## config.mk

```make
export PLATFORM = sky130hd
export DESIGN_NAME = ps2_keycode_rx
export DESIGN_NICKNAME = d
export VERILOG_FILES = /design/src/rtl/ps2_keycode_rx.sv
export SDC_FILE = /design/constraint.sdc
export NUM_CORES = 1
export LEC_CHECK = 0
export ABC_AREA = 1
export CORE_MARGIN = 2
export CORE_UTILIZATION = 45
export CTS_BUF_LIST = sky130_fd_sc_hd__clkbuf_8
export CTS_CLUSTER_SIZE = 40
export DETAILED_ROUTE_END_ITERATION = 8
export GPL_TIMING_DRIVEN = 0
export PLACE_DENSITY = 0.71
export SYNTH_ARGS = -nofsm -noshare
export SYNTH_HDL_FRONTEND = slang
export SYNTH_SLANG_ARGS = --single-unit
export TNS_END_PERCENT = 30
```

## constraint.sdc

```tcl
create_clock -name clk -period 1.64 [get_ports clk]
set_input_delay 0.164 -clock clk [delete_from_list [all_inputs] [get_ports clk]]
set_output_delay 0.164 -clock clk [all_outputs]
set_load 0.05 [all_outputs]
```

## src/rtl/ps2_keycode_rx.sv

```systemverilog
// ps2_keycode_rx: PS/2 Set-2 receiver/decoder; in clk,rst_n,ps2_clk,ps2_data; out keycode[7:0],extended,key_make,key_break,frame_err; PS2_PARITY_CHECK_EN enables odd-parity check
module ps2_keycode_rx #(
  parameter int FILTER_LEN = 4,
  parameter int TIMEOUT_CYCLES = 50000
) (
  input  logic       clk,
  input  logic       rst_n,
  input  logic       ps2_clk,
  input  logic       ps2_data,
  output logic [7:0] keycode,
  output logic       extended,
  output logic       key_make,
  output logic       key_break,
  output logic       frame_err
);
  localparam int FW = $clog2(FILTER_LEN + 1);
  localparam int TW = $clog2(TIMEOUT_CYCLES + 1);
`ifdef PS2_PARITY_CHECK_EN
  localparam bit PAR_EN = 1'b1;
`else
  localparam bit PAR_EN = 1'b0;
`endif
  typedef enum logic [1:0] {IDLE, DATA, PARITY, STOP} fstate_t;
  typedef enum logic [1:0] {D_IDLE, D_EXT, D_BRK, D_EXT_BRK} dstate_t;
  logic [1:0] clk_sync, data_sync;
  logic filt;
  logic [FW-1:0] fcnt;
  logic data_s, fall, timeout, byte_ok, ferr_n, ign;
  fstate_t fs, fs_n;
  logic [2:0] bcnt, bcnt_n;
  logic [7:0] sh, sh_n;
  logic par, par_n;
  logic [TW-1:0] tcnt, tcnt_n;
  dstate_t ds, ds_n;
  logic [7:0] kc_n;
  logic ext_n, make_n, brk_n;
  assign data_s = data_sync[1];
  assign fall = filt && !clk_sync[1] && fcnt == FW'(FILTER_LEN - 1);
  assign ign = sh == 8'h00 || sh == 8'hAA || sh == 8'hEE || sh == 8'hFA || sh == 8'hFE || sh == 8'hFF;
  always_ff @(posedge clk or negedge rst_n)
    if (!rst_n) begin
      clk_sync  <= 2'b11;
      data_sync <= 2'b11;
      filt      <= 1'b1;
      fcnt      <= '0;
    end else begin
      clk_sync  <= {clk_sync[0], ps2_clk};
      data_sync <= {data_sync[0], ps2_data};
      if (clk_sync[1] == filt) fcnt <= '0;
      else if (fcnt == FW'(FILTER_LEN - 1)) begin
        filt <= clk_sync[1];
        fcnt <= '0;
      end else fcnt <= fcnt + 1'b1;
    end
  always_comb begin
    fs_n    = fs;
    bcnt_n  = bcnt;
    sh_n    = sh;
    par_n   = par;
    ferr_n  = 1'b0;
    byte_ok = 1'b0;
    timeout = fs != IDLE && !fall && tcnt == TW'(TIMEOUT_CYCLES - 1);
    tcnt_n  = (fs == IDLE || fall) ? '0 : tcnt + 1'b1;
    if (timeout) begin
      fs_n   = IDLE;
      ferr_n = 1'b1;
      tcnt_n = '0;
    end else if (fall)
      case (fs)
        IDLE: if (!data_s) begin
          fs_n   = DATA;
          bcnt_n = 3'd0;
        end
        DATA: begin
          sh_n   = {data_s, sh[7:1]};
          bcnt_n = bcnt + 3'd1;
          fs_n   = bcnt == 3'd7 ? PARITY : DATA;
        end
        PARITY: begin
          par_n = data_s;
          fs_n  = STOP;
        end
        default: begin
          fs_n    = IDLE;
          byte_ok = data_s && (!PAR_EN || ^{sh, par});
          ferr_n  = !byte_ok;
        end
      endcase
  end
  always_comb begin
    ds_n   = ds;
    kc_n   = keycode;
    ext_n  = extended;
    make_n = 1'b0;
    brk_n  = 1'b0;
    if (timeout) ds_n = D_IDLE;
    else if (byte_ok) begin
      if (sh == 8'hE1) ds_n = D_IDLE;
      else if (ds == D_BRK || ds == D_EXT_BRK) begin
        ds_n = D_IDLE;
        if (sh != 8'hE0 && sh != 8'hF0) begin
          brk_n = 1'b1;
          if (sh == keycode && (ds == D_EXT_BRK) == extended) begin
            kc_n  = 8'h00;
            ext_n = 1'b0;
          end
        end
      end else if (sh == 8'hE0) ds_n = D_EXT;
      else if (sh == 8'hF0) ds_n = ds == D_EXT ? D_EXT_BRK : D_BRK;
      else if (!(ds == D_IDLE && ign)) begin
        kc_n   = sh;
        ext_n  = ds == D_EXT;
        make_n = 1'b1;
        ds_n   = D_IDLE;
      end
    end
  end
  always_ff @(posedge clk or negedge rst_n)
    if (!rst_n) begin
      fs        <= IDLE;
      bcnt      <= '0;
      sh        <= '0;
      par       <= 1'b0;
      tcnt      <= '0;
      ds        <= D_IDLE;
      keycode   <= 8'h00;
      extended  <= 1'b0;
      key_make  <= 1'b0;
      key_break <= 1'b0;
      frame_err <= 1'b0;
    end else begin
      fs        <= fs_n;
      bcnt      <= bcnt_n;
      sh        <= sh_n;
      par       <= par_n;
      tcnt      <= tcnt_n;
      ds        <= ds_n;
      keycode   <= kc_n;
      extended  <= ext_n;
      key_make  <= make_n;
      key_break <= brk_n;
      frame_err <= ferr_n;
    end
endmodule

```

==> impl_metrics.py <==
metrics = {
    "worst_setup_path": {
        "worstPathRequired_ns": 1.83,
        "path_common_cell": "nand3_4",
        "crit_path_top_delay_cell": "dfstp_2",
        "cp_cell_sequence": "ha_4 -> nand3_4 -> nand2_8 -> inv_8 -> nand3_4 -> nand2_4 -> nor2_8 -> nand3_4 -> nand2_1 -> nand2_1",
        "crit_fanout": 7,
        "critPathKind": "reg2reg",
        "arrival_ns": 1.94,
        "crit_path_start_kind": "register",
        "end_kind": "register",
        "cpPeakStageDelay_ns": 0.56,
    },
    "synth": {
        "synthMuxAreaShare_pct": 0,
        "netlist_area_um2": 2780,
        "synth_area_leaders": "dfrtp_1, nand2_1, inv_1",
        "postSynthCellCount": 350,
        "synth_area_leader_cell": "dfrtp_1",
        "synth-async-reset-ratio_pct": 100,
        "synth_compound_area_share_pct": 7.08,
        "synth-simple-area-share_pct": 34.3,
        "synth_edf_count": 0,
        "yosysMostFrequentCell": "nand2_1",
        "yosys.area_share.xor_xnor_pct": 1.89,
        "synth_warnings": 0,
        "yosysTopAreaCellShare_pct": 41.5,
        "synth_seq_area_share_pct": 46.2,
        "synth_top_family_by_area": "simple AND/OR/NAND/NOR gates",
        "synth_fa_ha_area_share_pct": 2.25,
        "synth-main-ff-cell": "dfrtp_1",
        "synth_cell_types": 35,
        "syn_nets": 359,
        "avgSynthCellArea_um2": 7.93,
        "synth_seq_cells": 51,
        "netlist_top_cells_count": "nand2_1, inv_1, dfrtp_1",
    },
    "job": {
        "cap_violations": 0,
    },
    "sta": {
        "final.setup_skew_ns": 0.00374,
        "period_needed_ns": 1.75,
        "setup_ws_ns": -0.107,
        "max_freq_mhz": 572,
        "worst_slew_pin_slew_ns": 0.499,
        "slew_violations": 0,
        "setup_violations": 18,
        "finalHoldViolations": 0,
        "slew_headroom_pct": 66.7,
        "rsz0062_at_grt": "yes",
        "period_share_pct": 107,
    },
    "worst_hold_path": {
        "hold_class": "in2reg",
    },
    "placement": {
        "port_buffers": 15,
        "pre_cts_ws_ns": -0.223,
        "dp_hpwl_mm": 3.95,
        "placed_cell_area_um2": 3050,
        "place_congestion": 0.860,
    },
    "die": {
        "rows": 28,
        "io_pins": 16,
        "core-area_um2": 5960,
        "fp.dieW_um": 82.6,
        "die_height_um": 82.6,
        "dieArea_um2": 6810,
        "start_util_pct": 46.6,
    },
    "cells_and_area": {
        "stdcell_area_um2": 3370,
        "finalNetCount": 397,
        "area_growth_pct": 21.5,
        "multi_input_area_um2": 1390,
        "layout-drive-gt1-share_pct": 16.5,
        "regArea_um2": 1280,
        "fillers": 535,
        "antennaDiodeCount": 0,
    },
    "power": {
        "p_sw_share_pct": 26.6,
        "irDropWorstVdd_mv": 0.512,
        "seqPwrFrac_pct": 53.7,
        "clkPwrFrac_pct": 30.7,
        "p_per_area_nw_per_um2": 754,
        "p_leak_nw": 1.70,
        "power_frac_comb_pct": 15.6,
        "p_sw_uw": 676,
        "intPower_mw": 1.87,
    },
    "clocking": {
        "cts_tree": "built",
        "cts_root_buf": "clkbuf_8",
        "cts_buffers": 5,
        "clock-sinks": 51,
        "cts_buffer_depth": 2,
        "clk_latency_ns": 0.30,
        "h-tree-depth": 2,
        "clkSlewWorstSetupHoldPaths_ns": 0.09,
    },
    "global_routing": {
        "grt_overflow_total": 0,
        "grt_pass1_wl_mm": 9.56,
        "antenna_found_initial": 0,
        "grt_use_total_pct": 18.2,
        "grt_pass1_vias": 2069,
        "grt_max_degree": 33,
    },
    "routing": {
        "ant_nets": 0,
        "drt-pass1-iter-count": 4,
        "drt_iter0_drc": 112,
        "wl_per_cell_um": 12.5,
        "drc": 0,
        "via_per_inst": 5.10,
        "routed_wl_mm": 5.79,
        "dr_total_vias": 2367,
    },
    "outcome": {
        "status": "complete, but fails checks",
        "violations": "negative setup slack",
    },
}
layout by cell type, fill, tap and decap left out, types with 4 or more instances in the layout:
| cell | instances |
|---|---|
| nand2_1 | 95 |
| inv_1 | 46 |
| dfrtp_1 | 46 |
| nor2_1 | 36 |
| nand3_1 | 18 |
| nand4_1 | 14 |
| buf_4 | 14 |
| o21ai_0 | 10 |
| nor3_1 | 9 |
| dlygate4sd2_1 | 9 |
| a21oi_1 | 7 |
| clkbuf_8 | 7 |
| o21ai_1 | 6 |
| nand3_4 | 5 |
| dfstp_2 | 5 |
| nor2_2 | 4 |
| ha_1 | 4 |
| clkdlybuf4s50_1 | 4 |
routing by layer:
layer  GRT usage (%)  share of wire, %  wire [µm]  vias up
met2            28.4                46       2670       47
li1                -                 -          -     1204
met1            25.7                48       2810     1105
met5               0                 0          0        -
met3            3.70               3.8        217       11
met4            5.41               1.5         89        0
final timing paths:
| check | cells past startpoint | slack (ns) | startpoint | endpoint |
|---|---|---|---|---|
| min | 1 | 0.26 | ps2_data | data_sync[0] |
| max in group asynchronous | 3 | 0.69 | rst_n | data_sync[0] |
| min reg2reg | 0 | 0.36 | data_sync[0] | data_sync[1] |
| max | 10 | -0.11 | filt | keycode[3] |
| min in group asynchronous | 2 | 0.35 | rst_n | tcnt[5] |
| max reg2reg | 10 | -0.11 | filt | keycode[3] |
what timing repair did:
| item | CTS | global route |
|---|---|---|
| hold buffers | 1 | 0 |
| resized for setup | 23 | 23 |
| hold endpoints to repair | 19 | 0 |
| buffers inserted | 4 | 8 |
| pin swaps | 6 | 7 |
| gates cloned | 1 | 1 |
| endpoints found under the setup margin | 43 | 25 |
through the flow:
step | total power [mW] | std cells | hold slack (ns) | util (%) | setup TNS (ns)
detailed placement | 1.72 | 441 | 0.156 | 51.3 | -4.32
global route | 2.67 | 464 | 0.257 | 56.6 | -3.50
CTS | 2.53 | 455 | 0.258 | 54.5 | -1.60
finish | 2.54 | 464 | 0.265 | 56.6 | -1.20
floorplan | 1.62 | 350 | -0.132 | - | -0.167
global placement | 1.70 | 440 | 0.346 | 51.0 | -56.71
cells by family after synthesis:
group           count (synthesis)
compound gates                 34
xor+xnor                        6
fa+ha+maj                       5
buf+inv                        55
flops                          51
simple gates                  199
critical path: cells and delay by family, from the launching register on:
| family | cells | cell delay (ns) |
|---|---|---|
| buffers and inverters | 1 | 0.04 |
| DFF | 1 | 0.56 |
| adders and majority gates | 1 | 0.14 |
| and+or+nand+nor | 8 | 0.91 |
layout make-up:
| cell class | instances | area share [%] |
|---|---|---|
| Multi-Input combinational cell | 246 | 41.2 |
| Sequential cell | 51 | 38.0 |
| Timing Repair Buffer | 29 | 7.97 |
| Inverter | 48 | 5.56 |
| Clock buffer | 7 | 2.86 |
| Tap cell | 75 | 2.78 |
| Buffer | 7 | 1.45 |
| Clock inverter | 1 | 0.111 |
flip-flops by register name, indices dropped and copies added (netlist names):
signal	flops
extended	1
clk_sync	2
ds	2
bcnt	3
data_sync	2
frame_err	1
fcnt	3
fs	2
keycode	8
key_make	1
sh	8
tcnt	16
filt	1
key_break	1
power groups by stage:
stage / clock (mW) / sequential, mW / combinational (mW)
6_report: 0.780 / 1.37 / 0.398
5_1_grt: 0.857 / 1.38 / 0.442
4_1_cts: 0.802 / 1.37 / 0.357
3_5_place_dp: 0 / 1.39 / 0.328
3_3_place_gp: 0 / 1.39 / 0.316
2_1_floorplan: 0 / 1.38 / 0.241
(Power assumes the default switching activity.)
